$ cat src/rtl/riscv_pkg.sv
// Shared RISC-V front-end definitions: widths, reset PC, canonical NOP and
// the fetch-stage FSM encoding.
package riscv_pkg;

  localparam int          XLEN     = 64;
  localparam int          ILEN     = 32;
  localparam logic [63:0] RESET_PC = 64'h0000_0000_8000_0000;
  localparam logic [31:0] INST_NOP = 32'h0000_0013;

  typedef enum logic [1:0] {
    IDLE = 2'd0,
    REQ  = 2'd1,
    WAIT = 2'd2
  } ifetch_state_e;

endpackage

$ cat src/rtl/ifetch_if.sv
// Fetch-stage bus bundle: PC handshake from the PC unit, instruction memory
// request/response, and the decode-side entry handshake.
// master = fetch stage, slave = its environment (PC unit, memory, decode).
interface ifetch_if import riscv_pkg::*; #(
  parameter int XLEN = riscv_pkg::XLEN
);

  logic [XLEN-1:0] pc_i;
  logic            pc_valid_i;
  logic            pc_ready_o;
  logic            flush_i;
  logic            imem_req_valid_o;
  logic            imem_req_ready_i;
  logic [XLEN-1:0] imem_addr_o;
  logic            imem_rsp_valid_i;
  logic [ILEN-1:0] imem_rsp_data_i;
  logic            id_valid_o;
  logic            id_ready_i;
  logic [XLEN-1:0] id_pc_o;
  logic [ILEN-1:0] id_inst_o;
  logic            id_misalign_o;

  modport master (
    input  pc_i, pc_valid_i, flush_i, imem_req_ready_i,
           imem_rsp_valid_i, imem_rsp_data_i, id_ready_i,
    output pc_ready_o, imem_req_valid_o, imem_addr_o,
           id_valid_o, id_pc_o, id_inst_o, id_misalign_o
  );

  modport slave (
    output pc_i, pc_valid_i, flush_i, imem_req_ready_i,
           imem_rsp_valid_i, imem_rsp_data_i, id_ready_i,
    input  pc_ready_o, imem_req_valid_o, imem_addr_o,
           id_valid_o, id_pc_o, id_inst_o, id_misalign_o
  );

endinterface

$ cat src/rtl/ifetch_fifo.sv
// Small synchronous FIFO of {pc, inst, misalign} entries toward decode.
// The head entry is held in dedicated output registers so decode sees
// flop-driven signals; flush empties the FIFO and wins over a same-cycle push.
module ifetch_fifo import riscv_pkg::*; #(
  parameter  int XLEN  = riscv_pkg::XLEN,
  parameter  int DEPTH = 2,
  localparam int AW    = $clog2(DEPTH),
  localparam int CW    = AW + 1
) (
  input  logic            clk,
  input  logic            rst_n,
  input  logic            flush,
  input  logic            push,
  input  logic [XLEN-1:0] push_pc,
  input  logic [ILEN-1:0] push_inst,
  input  logic            push_mis,
  input  logic            pop,
  output logic            head_vld,
  output logic [XLEN-1:0] head_pc,
  output logic [ILEN-1:0] head_inst,
  output logic            head_mis,
  output logic [CW-1:0]   count
);

  logic [XLEN-1:0] mem_pc   [DEPTH];
  logic [ILEN-1:0] mem_inst [DEPTH];
  logic            mem_mis  [DEPTH];

  logic [AW-1:0] rd_q, wr_q, rd_nxt_idx;
  logic [CW-1:0] count_q, count_nxt;
  logic          pop_en, do_push, load_push, load_mem;

  assign pop_en     = pop && (count_q != '0);
  assign do_push    = push && !flush;
  assign rd_nxt_idx = rd_q + AW'(1);
  // The pushed entry becomes the head if nothing else will be in front of it.
  assign load_push  = do_push && ((count_q == '0) || ((count_q == CW'(1)) && pop_en));
  assign load_mem   = !flush && pop_en && (count_q > CW'(1));
  assign count      = count_q;

  // Next occupancy after flush/push/pop.
  always_comb begin
    count_nxt = count_q;
    if (flush) count_nxt = '0;
    else       count_nxt = count_q + CW'(do_push) - CW'(pop_en);
  end

  // Pointers, occupancy and head-valid.
  always_ff @(posedge clk or negedge rst_n) begin
    if (!rst_n) begin
      rd_q     <= '0;
      wr_q     <= '0;
      count_q  <= '0;
      head_vld <= 1'b0;
    end else begin
      if (flush) begin
        rd_q <= '0;
        wr_q <= '0;
      end else begin
        rd_q <= rd_q + AW'(pop_en);
        wr_q <= wr_q + AW'(do_push);
      end
      count_q  <= count_nxt;
      head_vld <= (count_nxt != '0);
    end
  end

  // Head output registers: load from the push path or the next stored entry.
  always_ff @(posedge clk or negedge rst_n) begin
    if (!rst_n) begin
      head_pc   <= '0;
      head_inst <= '0;
      head_mis  <= 1'b0;
    end else if (load_push) begin
      head_pc   <= push_pc;
      head_inst <= push_inst;
      head_mis  <= push_mis;
    end else if (load_mem) begin
      head_pc   <= mem_pc[rd_nxt_idx];
      head_inst <= mem_inst[rd_nxt_idx];
      head_mis  <= mem_mis[rd_nxt_idx];
    end
  end

  // Entry storage; written on every accepted push.
  always_ff @(posedge clk) begin
    if (do_push) begin
      mem_pc[wr_q]   <= push_pc;
      mem_inst[wr_q] <= push_inst;
      mem_mis[wr_q]  <= push_mis;
    end
  end

endmodule

$ cat src/rtl/ifetch.sv
// Instruction fetch stage: accepts a PC from the PC unit, issues one
// instruction-memory read per PC (one transaction outstanding at most) and
// buffers {pc, inst} pairs toward decode. A redirect flush empties the buffer
// and marks any in-flight response for discard via the kill flag.
// Optional build macro: IFETCH_MISALIGN_CHK_EN -- misaligned PCs skip memory
// and are queued as a NOP flagged with id_misalign_o.
module ifetch import riscv_pkg::*; #(
  parameter int XLEN       = riscv_pkg::XLEN,
  parameter int FIFO_DEPTH = 2
) (
  input logic      clk,
  input logic      rst_n,
  ifetch_if.master bus
);

  localparam int            CW      = $clog2(FIFO_DEPTH) + 1;
  localparam logic [CW-1:0] DEPTH_C = CW'(FIFO_DEPTH);

  ifetch_state_e   state_q, state_nxt;
  logic            kill_q;
  logic [XLEN-1:0] addr_q;
  logic [CW-1:0]   fifo_count;

  logic            pc_ready, req_valid, accept, pc_mis;
  logic            push;
  logic [XLEN-1:0] push_pc;
  logic [ILEN-1:0] push_inst;
  logic            push_mis;

`ifdef IFETCH_MISALIGN_CHK_EN
  assign pc_mis = (bus.pc_i[1:0] != 2'b00);
`else
  assign pc_mis = 1'b0;
`endif

  assign accept = pc_ready && bus.pc_valid_i;

  // FSM state register.
  always_ff @(posedge clk or negedge rst_n) begin
    if (!rst_n) state_q <= IDLE;
    else        state_q <= state_nxt;
  end

  // FSM next-state: accept -> request -> wait for the single response.
  always_comb begin
    state_nxt = state_q;
    case (state_q)
      IDLE:    if (accept && !pc_mis)        state_nxt = REQ;
      REQ:     if (bus.imem_req_ready_i)     state_nxt = WAIT;
      WAIT:    if (bus.imem_rsp_valid_i)     state_nxt = IDLE;
      default:                               state_nxt = IDLE;
    endcase
  end

  // FSM outputs: PC back-pressure, request valid and FIFO push selection.
  always_comb begin
    pc_ready  = 1'b0;
    req_valid = 1'b0;
    push      = 1'b0;
    push_pc   = addr_q;
    push_inst = bus.imem_rsp_data_i;
    push_mis  = 1'b0;
    case (state_q)
      IDLE: begin
        // Space is reserved here, so the later push can never overflow.
        pc_ready = rst_n && !bus.flush_i && !kill_q && (fifo_count < DEPTH_C);
        if (pc_ready && bus.pc_valid_i && pc_mis) begin
          push      = 1'b1;
          push_pc   = bus.pc_i;
          push_inst = INST_NOP;
          push_mis  = 1'b1;
        end
      end
      REQ:     req_valid = 1'b1;
      WAIT:    push      = bus.imem_rsp_valid_i && !kill_q;
      default: ;
    endcase
  end

  // Kill flag: a flush while a transaction is outstanding discards its response.
  always_ff @(posedge clk or negedge rst_n) begin
    if (!rst_n) begin
      kill_q <= 1'b0;
    end else if (state_q == WAIT && bus.imem_rsp_valid_i) begin
      // The response arriving now is consumed (and dropped if killed or flushed).
      kill_q <= 1'b0;
    end else if (bus.flush_i && (state_q == REQ || state_q == WAIT)) begin
      kill_q <= 1'b1;
    end
  end

  // Request address: captured at accept, stable through the request.
  always_ff @(posedge clk or negedge rst_n) begin
    if (!rst_n)                   addr_q <= '0;
    else if (accept && !pc_mis)   addr_q <= bus.pc_i;
  end

  ifetch_fifo #(
    .XLEN  (XLEN),
    .DEPTH (FIFO_DEPTH)
  ) u_fifo (
    .clk       (clk),
    .rst_n     (rst_n),
    .flush     (bus.flush_i),
    .push      (push),
    .push_pc   (push_pc),
    .push_inst (push_inst),
    .push_mis  (push_mis),
    .pop       (bus.id_ready_i),
    .head_vld  (bus.id_valid_o),
    .head_pc   (bus.id_pc_o),
    .head_inst (bus.id_inst_o),
    .head_mis  (bus.id_misalign_o),
    .count     (fifo_count)
  );

  assign bus.pc_ready_o       = pc_ready;
  assign bus.imem_req_valid_o = req_valid;
  assign bus.imem_addr_o      = addr_q;

endmodule
$ cat src/flat_wrapper.sv
// flat-port wrapper written by rule: the top's interface ports become plain ports
module ifetch_flat import riscv_pkg::*;
#(
  parameter int XLEN       = riscv_pkg::XLEN,
  parameter int FIFO_DEPTH = 2
)
  (clk, rst_n, bus_pc_i, bus_pc_valid_i, bus_flush_i, bus_imem_req_ready_i, bus_imem_rsp_valid_i, bus_imem_rsp_data_i, bus_id_ready_i, bus_pc_ready_o, bus_imem_req_valid_o, bus_imem_addr_o, bus_id_valid_o, bus_id_pc_o, bus_id_inst_o, bus_id_misalign_o);
  ifetch_if #(.XLEN(XLEN)) bus_i ();
  input logic clk;
  input logic rst_n;
  input wire logic [$bits(bus_i.pc_i)-1:0] bus_pc_i;
  input wire logic [$bits(bus_i.pc_valid_i)-1:0] bus_pc_valid_i;
  input wire logic [$bits(bus_i.flush_i)-1:0] bus_flush_i;
  input wire logic [$bits(bus_i.imem_req_ready_i)-1:0] bus_imem_req_ready_i;
  input wire logic [$bits(bus_i.imem_rsp_valid_i)-1:0] bus_imem_rsp_valid_i;
  input wire logic [$bits(bus_i.imem_rsp_data_i)-1:0] bus_imem_rsp_data_i;
  input wire logic [$bits(bus_i.id_ready_i)-1:0] bus_id_ready_i;
  output wire logic [$bits(bus_i.pc_ready_o)-1:0] bus_pc_ready_o;
  output wire logic [$bits(bus_i.imem_req_valid_o)-1:0] bus_imem_req_valid_o;
  output wire logic [$bits(bus_i.imem_addr_o)-1:0] bus_imem_addr_o;
  output wire logic [$bits(bus_i.id_valid_o)-1:0] bus_id_valid_o;
  output wire logic [$bits(bus_i.id_pc_o)-1:0] bus_id_pc_o;
  output wire logic [$bits(bus_i.id_inst_o)-1:0] bus_id_inst_o;
  output wire logic [$bits(bus_i.id_misalign_o)-1:0] bus_id_misalign_o;
  assign bus_i.pc_i = bus_pc_i;
  assign bus_i.pc_valid_i = bus_pc_valid_i;
  assign bus_i.flush_i = bus_flush_i;
  assign bus_i.imem_req_ready_i = bus_imem_req_ready_i;
  assign bus_i.imem_rsp_valid_i = bus_imem_rsp_valid_i;
  assign bus_i.imem_rsp_data_i = bus_imem_rsp_data_i;
  assign bus_i.id_ready_i = bus_id_ready_i;
  assign bus_pc_ready_o = bus_i.pc_ready_o;
  assign bus_imem_req_valid_o = bus_i.imem_req_valid_o;
  assign bus_imem_addr_o = bus_i.imem_addr_o;
  assign bus_id_valid_o = bus_i.id_valid_o;
  assign bus_id_pc_o = bus_i.id_pc_o;
  assign bus_id_inst_o = bus_i.id_inst_o;
  assign bus_id_misalign_o = bus_i.id_misalign_o;
  ifetch #(.XLEN(XLEN), .FIFO_DEPTH(FIFO_DEPTH)) u_core (.clk(clk), .rst_n(rst_n), .bus(bus_i));
endmodule
$ cat config.mk
export PLATFORM = sky130hd
export DESIGN_NAME = ifetch_flat
export DESIGN_NICKNAME = d
export VERILOG_FILES = /design/src/rtl/riscv_pkg.sv /design/src/rtl/ifetch_if.sv /design/src/rtl/ifetch_fifo.sv /design/src/rtl/ifetch.sv /design/src/flat_wrapper.sv
export SDC_FILE = /design/constraint.sdc
export NUM_CORES = 1
export LEC_CHECK = 0
export ABC_AREA = 1
export BUFFER_PORTS_ARGS = -buffer_cell sky130_fd_sc_hd__buf_4
export CORE_AREA = 5 5 220 222
export DETAILED_ROUTE_END_ITERATION = 12
export DIE_AREA = 0 0 225 227
export GPL_ROUTABILITY_DRIVEN = 0
export PLACE_DENSITY = 0.59
export SKIP_CTS_REPAIR_TIMING = 1
export SYNTH_ARGS = -nofsm -noshare
export SYNTH_HDL_FRONTEND = slang
export SYNTH_HIERARCHICAL = 1
export SYNTH_SLANG_ARGS = --single-unit
$ cat constraint.sdc
create_clock -name clk -period 4 [get_ports clk]
set_input_delay 0.4 -clock clk [delete_from_list [all_inputs] [get_ports clk]]
set_output_delay 0.4 -clock clk [all_outputs]
set_load 0.02 [all_outputs]
==> results of run 1 <==
-- metal layers --
metal  GRT usage, %  part of all wire [%]
met4           3.73                   1.5
met5              0                     0
met3           4.06                   8.4
met1           21.3                    44
met2           24.1                    46
-- how the worst min path moves through the flow --
stage                                 from  depth (start not counted)                      endpoint
finish              bus_imem_rsp_data_i[3]                          1  u_core/u_fifo/mem_inst[1][3]
detailed placement                   rst_n                          1    u_core/bus.imem_addr_o[25]
CTS                                  rst_n                          1    u_core/bus.imem_addr_o[25]
global route        bus_imem_rsp_data_i[4]                          1  u_core/u_fifo/mem_inst[0][4]
global placement                     rst_n                          1    u_core/bus.imem_addr_o[25]
floorplan                            rst_n                          0     u_core/bus.imem_addr_o[0]
-- critical path, stage by stage (launching register included) --
cell	delay [ns]
dfrtp_1	0.40
inv_1	0.11
ha_1	0.19
nand2_1	0.07
nor2_1	0.08
inv_1	0.07
nor2_4	0.20
buf_4	0.46
nand3_4	0.54
buf_4	0.56
nand3_1	0.17
nand3_1	0.09
-- metrics by stage --
| step | utilization, % | worst slack [ns] |
|---|---|---|
| 6_report | 40.9 | 0.818 |
| 5_1_grt | 40.9 | 0.688 |
| 3_5_place_dp | 38.0 | 0.858 |
| 3_3_place_gp | 38.0 | 0.970 |
| 2_1_floorplan | - | -0.120 |
| 4_1_cts | 40.8 | 0.850 |
-- state kept, by name, indices dropped and copies added, names as in the netlist --
register and count:
u_core/u_fifo/mem_pc 128, u_core/bus.imem_addr_o 64, u_core/u_fifo/head_pc 64, u_core/u_fifo/mem_inst 64
u_core/u_fifo/head_inst 32, u_core/state_q 2, u_core/u_fifo/count 2, u_core/u_fifo/mem_mis 2
u_core/kill_q 1, u_core/u_fifo/head_mis 1, u_core/u_fifo/head_vld 1, u_core/u_fifo/rd_q 1
u_core/u_fifo/wr_q 1
-- logic make-up (layout without fill, tap and decap cells) --
| family | count (synthesis) | count (layout) | synth area share, % |
|---|---|---|---|
| buf+inv | 276 | 543 | 7.86 |
| simple gates | 584 | 584 | 18.1 |
| fa+ha+maj | 8 | 8 | 0.665 |
| compound gates | 163 | 163 | 6.58 |
| flops | 363 | 363 | 66.8 |
| other cells | 1 | 3 | 0.0249 |
-- synthesized netlist by cell type --
master	n
buf_1	8
buf_2	27
buf_4	4
buf_6	13
clkbuf_1	43
conb_1	1
dfrtp_1	169
edfxtp_1	194
ha_1	8
inv_1	178
inv_2	3
nand2_1	275
nand2_2	1
nand3_1	197
nand3_2	3
nand3b_1	1
nand4_1	97
nor2_1	7
nor2_2	1
nor2_4	1
nor4_1	1
o21ai_0	91
o21ai_1	25
o21ai_2	46
o22ai_1	1
-- final cells by class --
type	count	area (um2)	share of cell area, %
Timing Repair Buffer	287	2200	11.7
Multi-Input combinational cell	758	3870	20.5
Clock buffer	59	1170	6.22
Inverter	181	682	3.62
Sequential cell	363	10100	53.3
Clock inverter	16	111	0.590
Tap cell	607	759	4.03
-- power groups by stage --
| stage | clock [mW] | sequential, mW | combinational, mW |
|---|---|---|---|
| 2_1_floorplan | 0 | 6.33 | 1.52 |
| 3_3_place_gp | 0 | 5.73 | 4.05 |
| 3_5_place_dp | 0 | 5.75 | 4.11 |
| 4_1_cts | 3.69 | 5.69 | 4.12 |
| 5_1_grt | 3.85 | 5.79 | 4.43 |
| 6_report | 3.59 | 5.68 | 4.06 |
==> impl_metrics.toml, run 1 <==
[grt]
grt_overflow = 0
grt_first_pass_wirelength_mm = 62.4
antenna_found_initial = 0
grt_pass1_vias = 10700
grt_max_degree = 91
groute.usage.overall_pct = 15.3

[job]
max-cap-violations = 0

[worst_setup_path]
worstSetupPathType = "register to register"
r2r-start = "u_core/state_q[0]"
reg2reg_to = "u_core/u_fifo/head_inst[0]"
endpoint = "u_core/u_fifo/head_inst[0]"
critPathMaxFanout = 59
endpoint_kind = "register"
critPathArrivalTime_ns = 3.61
rr_worst_depth = 11
cp_data_required_time_ns = 4.43
crit_start = "u_core/state_q[0]"
startpoint_type = "register"
r2r_setup_slack_ns = 0.82

[power_and_ir_drop]
p_clk_share_pct = 26.9
p_comb_share_pct = 30.5
power_density_nw_per_um2 = 707
p_sw_share_pct = 35.9
seqPwrFrac_pct = 42.6
internal-power_mw = 8.54
power.switching_mw = 4.78
power_mw = 13.3
vdd_drop_max_uv = 366
p_leak_nw = 8.38

[die]
rows = 79
die_area_um2 = 51100
io_pins = 267
die_w_um = 225
core_um2 = 46200
start_util_pct = 32.6
die_h_um = 227

[route]
drt_first_iter_violations = 769
firstDrtPassIters = 5
num_vias = 11000
wl_per_cell_um = 17.8
drt_wl_total_mm = 40.4
vias_per_cell = 4.83
drc = 0
antenna_left = 0

[clocking]
clock_latency_ns = 0.55
htree_levels = 2
cts_made_buffers = 41
path_clk_slew_ns = 0.06
cts_tree = "done"
clock-sinks = 363
cts_buffer_depth = 3
cts_root_buf = "clkbuf_16"

[finish]
diodes = 0
final_cells = 2271
final_cell_mix = "buf_4 (282), nand2_1 (275), nand3_1 (197), edfxtp_1 (194), inv_1 (178)"
nNetsFinal = 1743
design_area_um2 = 18900
syn2layout_area_growth_pct = 25.3
fillers = 4403
layout-drive-gt1-share_pct = 24.3
final_common_cell = "buf_4"

[timing]
fin_crit_ns = 3.18
drv_slew = 0
fin_worst_skew_ns = 0.0179
fin_tns_setup_ns = 0
slew_headroom_pct = 38.0
worst_slew_pin_slew_ns = 0.930
rsz0062_at_grt = "false"
final-setup-viol-count = 0
whs_ns = 0.0473
min_period_over_period_pct = 79.5
hold_viol = 0
clock.fmax_mhz = 314

[yosys]
synth_area_per_cell_um2 = 10.8
seq_area_frac_synth_pct = 66.8
yosysTopAreaCell = "edfxtp_1"
ys_warn_count = 6
netlist_area_um2 = 15000
synth_area_leaders = "edfxtp_1 (39%), dfrtp_1 (28%), nand2_1 (6.9%)"
ys_ff_latch = 363
synth_top_area_share_pct = 38.7
synthCells = 1395
netlist-cell-type-count = 25

[placement]
placed_area_um2 = 17600
io_buffers = 266
dp_hpwl_mm = 24.3
place_inst = 2195

[status]
outcome = "finished clean"

[hold_path]
holdCritPathClass = "input pin to register"
Note: power is estimated with default switching activity, not from simulation.
==> inputs of run 2 (changes only) <==
--- a/config.mk
+++ b/config.mk
@@ -11,7 +11,7 @@
 export DETAILED_ROUTE_END_ITERATION = 12
 export DIE_AREA = 0 0 225 227
 export GPL_ROUTABILITY_DRIVEN = 0
-export PLACE_DENSITY = 0.59
+export PLACE_DENSITY = 0.57
 export SKIP_CTS_REPAIR_TIMING = 1
 export SYNTH_ARGS = -nofsm -noshare
 export SYNTH_HDL_FRONTEND = slang
==> constraint.sdc (replaced) <==
create_clock -name clk -period 3.1 [get_ports clk]
set_input_delay 0.31 -clock clk [delete_from_list [all_inputs] [get_ports clk]]
set_output_delay 0.31 -clock clk [all_outputs]
set_load 0.02 [all_outputs]
==> run 2 against run 1 <==
Net effect:
- non-clock buffer count rose by 69
- register-to-register slack got worse by 0.08 ns
- worst setup slack got worse by 0.078 ns
- largest power group unchanged
==> impl_metrics.toml, run 2 (same netlist as run 1, synthesis figures left out) <==
[die]
core_um2 = 46200
io_pins = 267
die_area_um2 = 51100
rows = 79
die_h_um = 227
die_w_um = 225
start_util_pct = 32.6

[clocking]
cts_made_buffers = 41
htree_levels = 2
cts_root_buf = "clkbuf_16"
cts_tree = "done"
path_clk_slew_ns = 0.06
cts_buffer_depth = 3
clock_latency_ns = 0.56
clock-sinks = 363

[finish]
fillers = 4292
final_common_cell = "buf_4"
design_area_um2 = 19700
layout-drive-gt1-share_pct = 23.8
largest_reg_flops = 128
top_register = "u_core/u_fifo/mem_pc"
nNetsFinal = 1812
syn2layout_area_growth_pct = 30.7
final_cell_mix = "buf_4 (282), nand2_1 (275), nand3_1 (197), edfxtp_1 (194), inv_1 (178)"
final_cells = 2341
final_core_util_pct = 42.6

[power_and_ir_drop]
vdd_drop_max_uv = 559
seqPwrFrac_pct = 41.5
power.switching_mw = 6.24
p_leak_nw = 8.69
p_sw_share_pct = 35.5
power_density_nw_per_um2 = 893
p_clk_share_pct = 28.0
p_comb_share_pct = 30.6
power_mw = 17.6
internal-power_mw = 11.3

[worst_setup_path]
worstSetupPathType = "register to register"
critPathMaxFanout = 97
critical_path.slowest_cell = "buf_4"
cp_slowest_stage_delay_ns = 0.90
startpoint_type = "register"
r2r_setup_slack_ns = 0.74
endpoint_kind = "register"
cp_data_required_time_ns = 3.58
crit_chain = "inv_1 > ha_1 > nand2_1 > nor2_1 > inv_1 > nor2_4 > nand3_4 > buf_4 > nand3_1 > nand3_1"
critPathArrivalTime_ns = 2.84

[timing]
clock.fmax_mhz = 424
final-setup-viol-count = 0
slew_headroom_pct = 18.9
rsz0062_at_grt = "false"
whs_ns = 0.00348
drv_slew = 0
fin_tns_setup_ns = 0
min_period_over_period_pct = 76.1
hold_viol = 0
fin_crit_ns = 2.36
worst_slew_pin_slew_ns = 1.22
fin_worst_skew_ns = 0.0212
fin_ws_ns = 0.740

[job]
max-cap-violations = 0

[status]
outcome = "finished clean"

[grt]
groute.usage.overall_pct = 15.5
grt_pass1_vias = 10800
grt_first_pass_wirelength_mm = 63.0
antenna_found_initial = 3
grt_overflow = 0
grt_max_degree = 113

[placement]
dp_hpwl_mm = 24.5
io_buffers = 266
dp_slack_ns = 0.743
place_inst = 2198
placed_area_um2 = 17600

[route]
drc = 0
drt_first_iter_violations = 572
num_vias = 11200
firstDrtPassIters = 5
antenna_left = 0
vias_per_cell = 4.78
wl_per_cell_um = 17.5
drt_wl_total_mm = 40.9

[hold_path]
holdCritPathClass = "input pin to register"
## run 2: cell types whose count changed in the layout (fill, tap and decap cells not counted)
cell           delta
clkinv_2          -7
clkbuf_1          -4
clkbuf_8          -1
clkinv_4          +1
diode_2           +1
inv_4             +2
clkinvlp_4        +6
bufinv_16         +3
buf_12            +3
dlygate4sd3_1    +66
## run 2: per-layer routing
metal | vias to the layer above | wire [um] | GRT usage (%)
li1 | 5364 | - | -
met1 | 5444 | 17900 | 21.1
met2 | 329 | 19200 | 24.6
met3 | 53 | 3150 | 4.40
met4 | 4 | 687 | 4.32
met5 | - | 34 | 0
## run 2: final timing paths
kind	startpoint	cells past startpoint	endpoint
setup / recovery	u_core/state_q[0]	10	u_core/u_fifo/head_pc[11]
hold / removal	bus_pc_i[25]	3	u_core/bus.imem_addr_o[25]
setup reg to reg	u_core/state_q[0]	10	u_core/u_fifo/head_pc[11]
hold reg to reg	u_core/u_fifo/head_inst[1]	2	u_core/u_fifo/head_inst[1]
max in group asynchronous	rst_n	4	u_core/u_fifo/head_inst[25]
min in group asynchronous	rst_n	2	u_core/bus.imem_addr_o[63]
## run 2: power groups by stage
stage                     Combinational (mW)  Sequential (mW)  Clock, mW
after CTS                               5.38             7.31       5.08
final                                   5.37             7.28       4.91
after global placement                  5.27             7.35          0
after global routing                    5.87             7.44       5.26
after detailed placement                5.37             7.39          0
after floorplan                         1.96             8.16          0
## run 2: worst max-delay path: cells and delay by family, from the launching register on
family | cells | cell delay [ns]
buf+inv | 3 | 1.08
flops | 1 | 0.37
fa+ha+maj | 1 | 0.22
simple gates | 6 | 0.58
## run 2: layout make-up
| cell class | instances | area, um2 | area share (%) |
|---|---|---|---|
| antenna | 1 | 2.50 | 0.0127 |
| sequential | 363 | 10100 | 51.1 |
| clock buffer | 54 | 1140 | 5.82 |
| clock inverter | 21 | 230 | 1.17 |
| inverter | 181 | 684 | 3.48 |
| timing repair buffer | 356 | 2920 | 14.8 |
| multi-input combinational | 758 | 3870 | 19.7 |
| tap | 607 | 759 | 3.86 |
==> inputs of run 3 (changes only) <==
--- a/config.mk
+++ b/config.mk
@@ -11,7 +11,7 @@
 export DETAILED_ROUTE_END_ITERATION = 12
 export DIE_AREA = 0 0 225 227
 export GPL_ROUTABILITY_DRIVEN = 0
-export PLACE_DENSITY = 0.57
+export PLACE_DENSITY = 0.59
 export SKIP_CTS_REPAIR_TIMING = 1
 export SYNTH_ARGS = -nofsm -noshare
 export SYNTH_HDL_FRONTEND = slang
==> constraint.sdc (replaced) <==
create_clock -name clk -period 2 [get_ports clk]
set_input_delay 0.2 -clock clk [delete_from_list [all_inputs] [get_ports clk]]
set_output_delay 0.2 -clock clk [all_outputs]
set_load 0.02 [all_outputs]
==> run 3 against run 2 <==
Net effect:
- combinational power rose by 60%
- register-to-register slack worse by 0.69 ns
- non-clock buffer count is 51 higher
- sequential share of layout area shrank 1.8 points
- final cell count up 2.2%
- count of clock-buffer cells in the layout grew 2
- global-route usage down 0.082 points
- clock power rose by 54%
- flip-flop and latch count unchanged
- fmax grew 21%
- largest power group unchanged
==> impl_metrics.toml, run 3 (same netlist as run 1, synthesis figures left out) <==
[die]
die_h_um = 227
core_um2 = 46200
die_w_um = 225
start_util_pct = 32.6
die_area_um2 = 51100
io_pins = 267
rows = 79

[grt]
grt_first_pass_wirelength_mm = 63.0
met2_usage_pct = 24.9
groute.usage.overall_pct = 15.4
top_usage_layer = "met2"
grt_pass1_vias = 10800
grt_max_degree = 98
antenna_found_initial = 0
use_met3_pct = 4.04
globalRouteMet1Util_pct = 21.0
grt_overflow = 0

[finish]
final_common_cell = "buf_4"
fillers = 4287
syn2layout_area_growth_pct = 35.4
layout-drive-gt1-share_pct = 24.4
largest_reg_flops = 128
final_cell_mix = "buf_4 (284), nand2_1 (273), nand3_1 (196), edfxtp_1 (194), inv_1 (176)"
top_register = "u_core/u_fifo/mem_pc"
diodes = 0
final_cells = 2392
nNetsFinal = 1863

[clocking]
cts_made_buffers = 41
clock_latency_ns = 0.55
cts_buffer_depth = 3
path_clk_slew_ns = 0.06
cts_tree = "done"
clock-sinks = 363
cts_root_buf = "clkbuf_16"
htree_levels = 2

[timing]
rsz0062_at_grt = "true"
fin_worst_skew_ns = 0.0125
drv_slew = 0
final-setup-viol-count = 0
clock.fmax_mhz = 512
hold_viol = 0
slew_headroom_pct = 58.9
min_period_over_period_pct = 97.7
worst_slew_pin_slew_ns = 0.617
fin_ws_ns = 0.0453
fin_crit_ns = 1.95

[placement]
dp_slack_ns = 0.0130
place_inst = 2212
dp_hpwl_mm = 25.7
io_buffers = 266

[worst_setup_path]
endpoint_kind = "register"
worstSetupPathType = "register to register"
startpoint_type = "register"
cp_data_required_time_ns = 2.44
critPathArrivalTime_ns = 2.39
r2r_setup_slack_ns = 0.05
critPathMaxFanout = 4

[route]
firstDrtPassIters = 5
wl_per_cell_um = 17.3
drt_wl_total_mm = 41.3
antenna_left = 0
drt_first_iter_violations = 845
num_vias = 11300
vias_per_cell = 4.73
drc = 0

[hold_path]
holdCritPathClass = "input pin to register"

[power_and_ir_drop]
p_leak_nw = 9.01
vdd_drop_max_uv = 866
power_density_nw_per_um2 = 1350

[job]
max-cap-violations = 0

[status]
outcome = "finished clean"
-- run 3: cell count changes in the layout (fill, tap and decap cells not counted), sizes merged --
cell,before,now
clkinv,8,15
clkinvlp,6,2
clkbuf,55,57
buf,288,307
inv,184,180
diode,1,0
dlygate4sd3,67,99
-- run 3: critical path: stages, from the launching register on --
cell      delay, ns
dfrtp_1        0.41
inv_2          0.10
ha_4           0.14
nand2_2        0.04
nor2_1         0.08
inv_1          0.07
nor2_4         0.14
inv_1          0.06
ha_1           0.27
inv_1          0.04
ha_2           0.17
nand3b_1       0.18
nand3_2        0.09
nand2_1        0.05
-- run 3: cell type report --
class / count / area [um2] / area share [%]
clock buffers: 56 / 1160 / 5.72
clock inverters: 20 / 205 / 1.01
inverters: 181 / 682 / 3.35
multi-input cells: 758 / 3920 / 19.2
flip-flops and latches: 363 / 10100 / 49.3
well taps: 607 / 759 / 3.73
repair buffers: 407 / 3600 / 17.6
-- run 3: power breakdown --
group / internal [mW] / total (mW) / leakage [nW] / switching (mW)
logic: 3.49 / 8.58 / 4.40 / 5.09
clock network: 4.60 / 7.55 / 0.668 / 2.95
registers: 9.75 / 11.4 / 3.94 / 1.63
-- run 3: stage by stage --
step / TNS (ns) / hold WS [ns] / total power [mW] / utilization [%] / cell area [um2]
floorplan: -65.74 / -0.0956 / 15.7 / - / 15100
global placement: 0 / 0.291 / 19.8 / 38.9 / 18000
detailed placement: 0 / 0.303 / 20.0 / 38.9 / 18000
CTS: -0.449 / -0.304 / 27.7 / 41.9 / 19300
global route: -0.125 / 0.0609 / 29.1 / 44.2 / 20400
finish: 0 / 0.0468 / 27.5 / 44.2 / 20400
-- run 3: final timing paths --
path | end | from | depth (start not counted)
max | u_core/u_fifo/head_vld | u_core/state_q[0] | 13
max in group asynchronous | u_core/u_fifo/head_pc[50] | rst_n | 4
min | u_core/state_q[1] | bus_imem_req_ready_i | 5
min in group asynchronous | u_core/u_fifo/head_pc[36] | rst_n | 3
max reg2reg | u_core/u_fifo/head_vld | u_core/state_q[0] | 13
min reg2reg | u_core/u_fifo/head_pc[7] | u_core/u_fifo/head_pc[7] | 2
-- run 3: layer usage --
| layer | part of all wire [%] | up-vias |
|---|---|---|
| met2 | 47 | 337 |
| met3 | 6.8 | 55 |
| met1 | 45 | 5484 |
| met4 | 1.6 | 0 |
| li1 | - | 5449 |
| met5 | 0 | - |
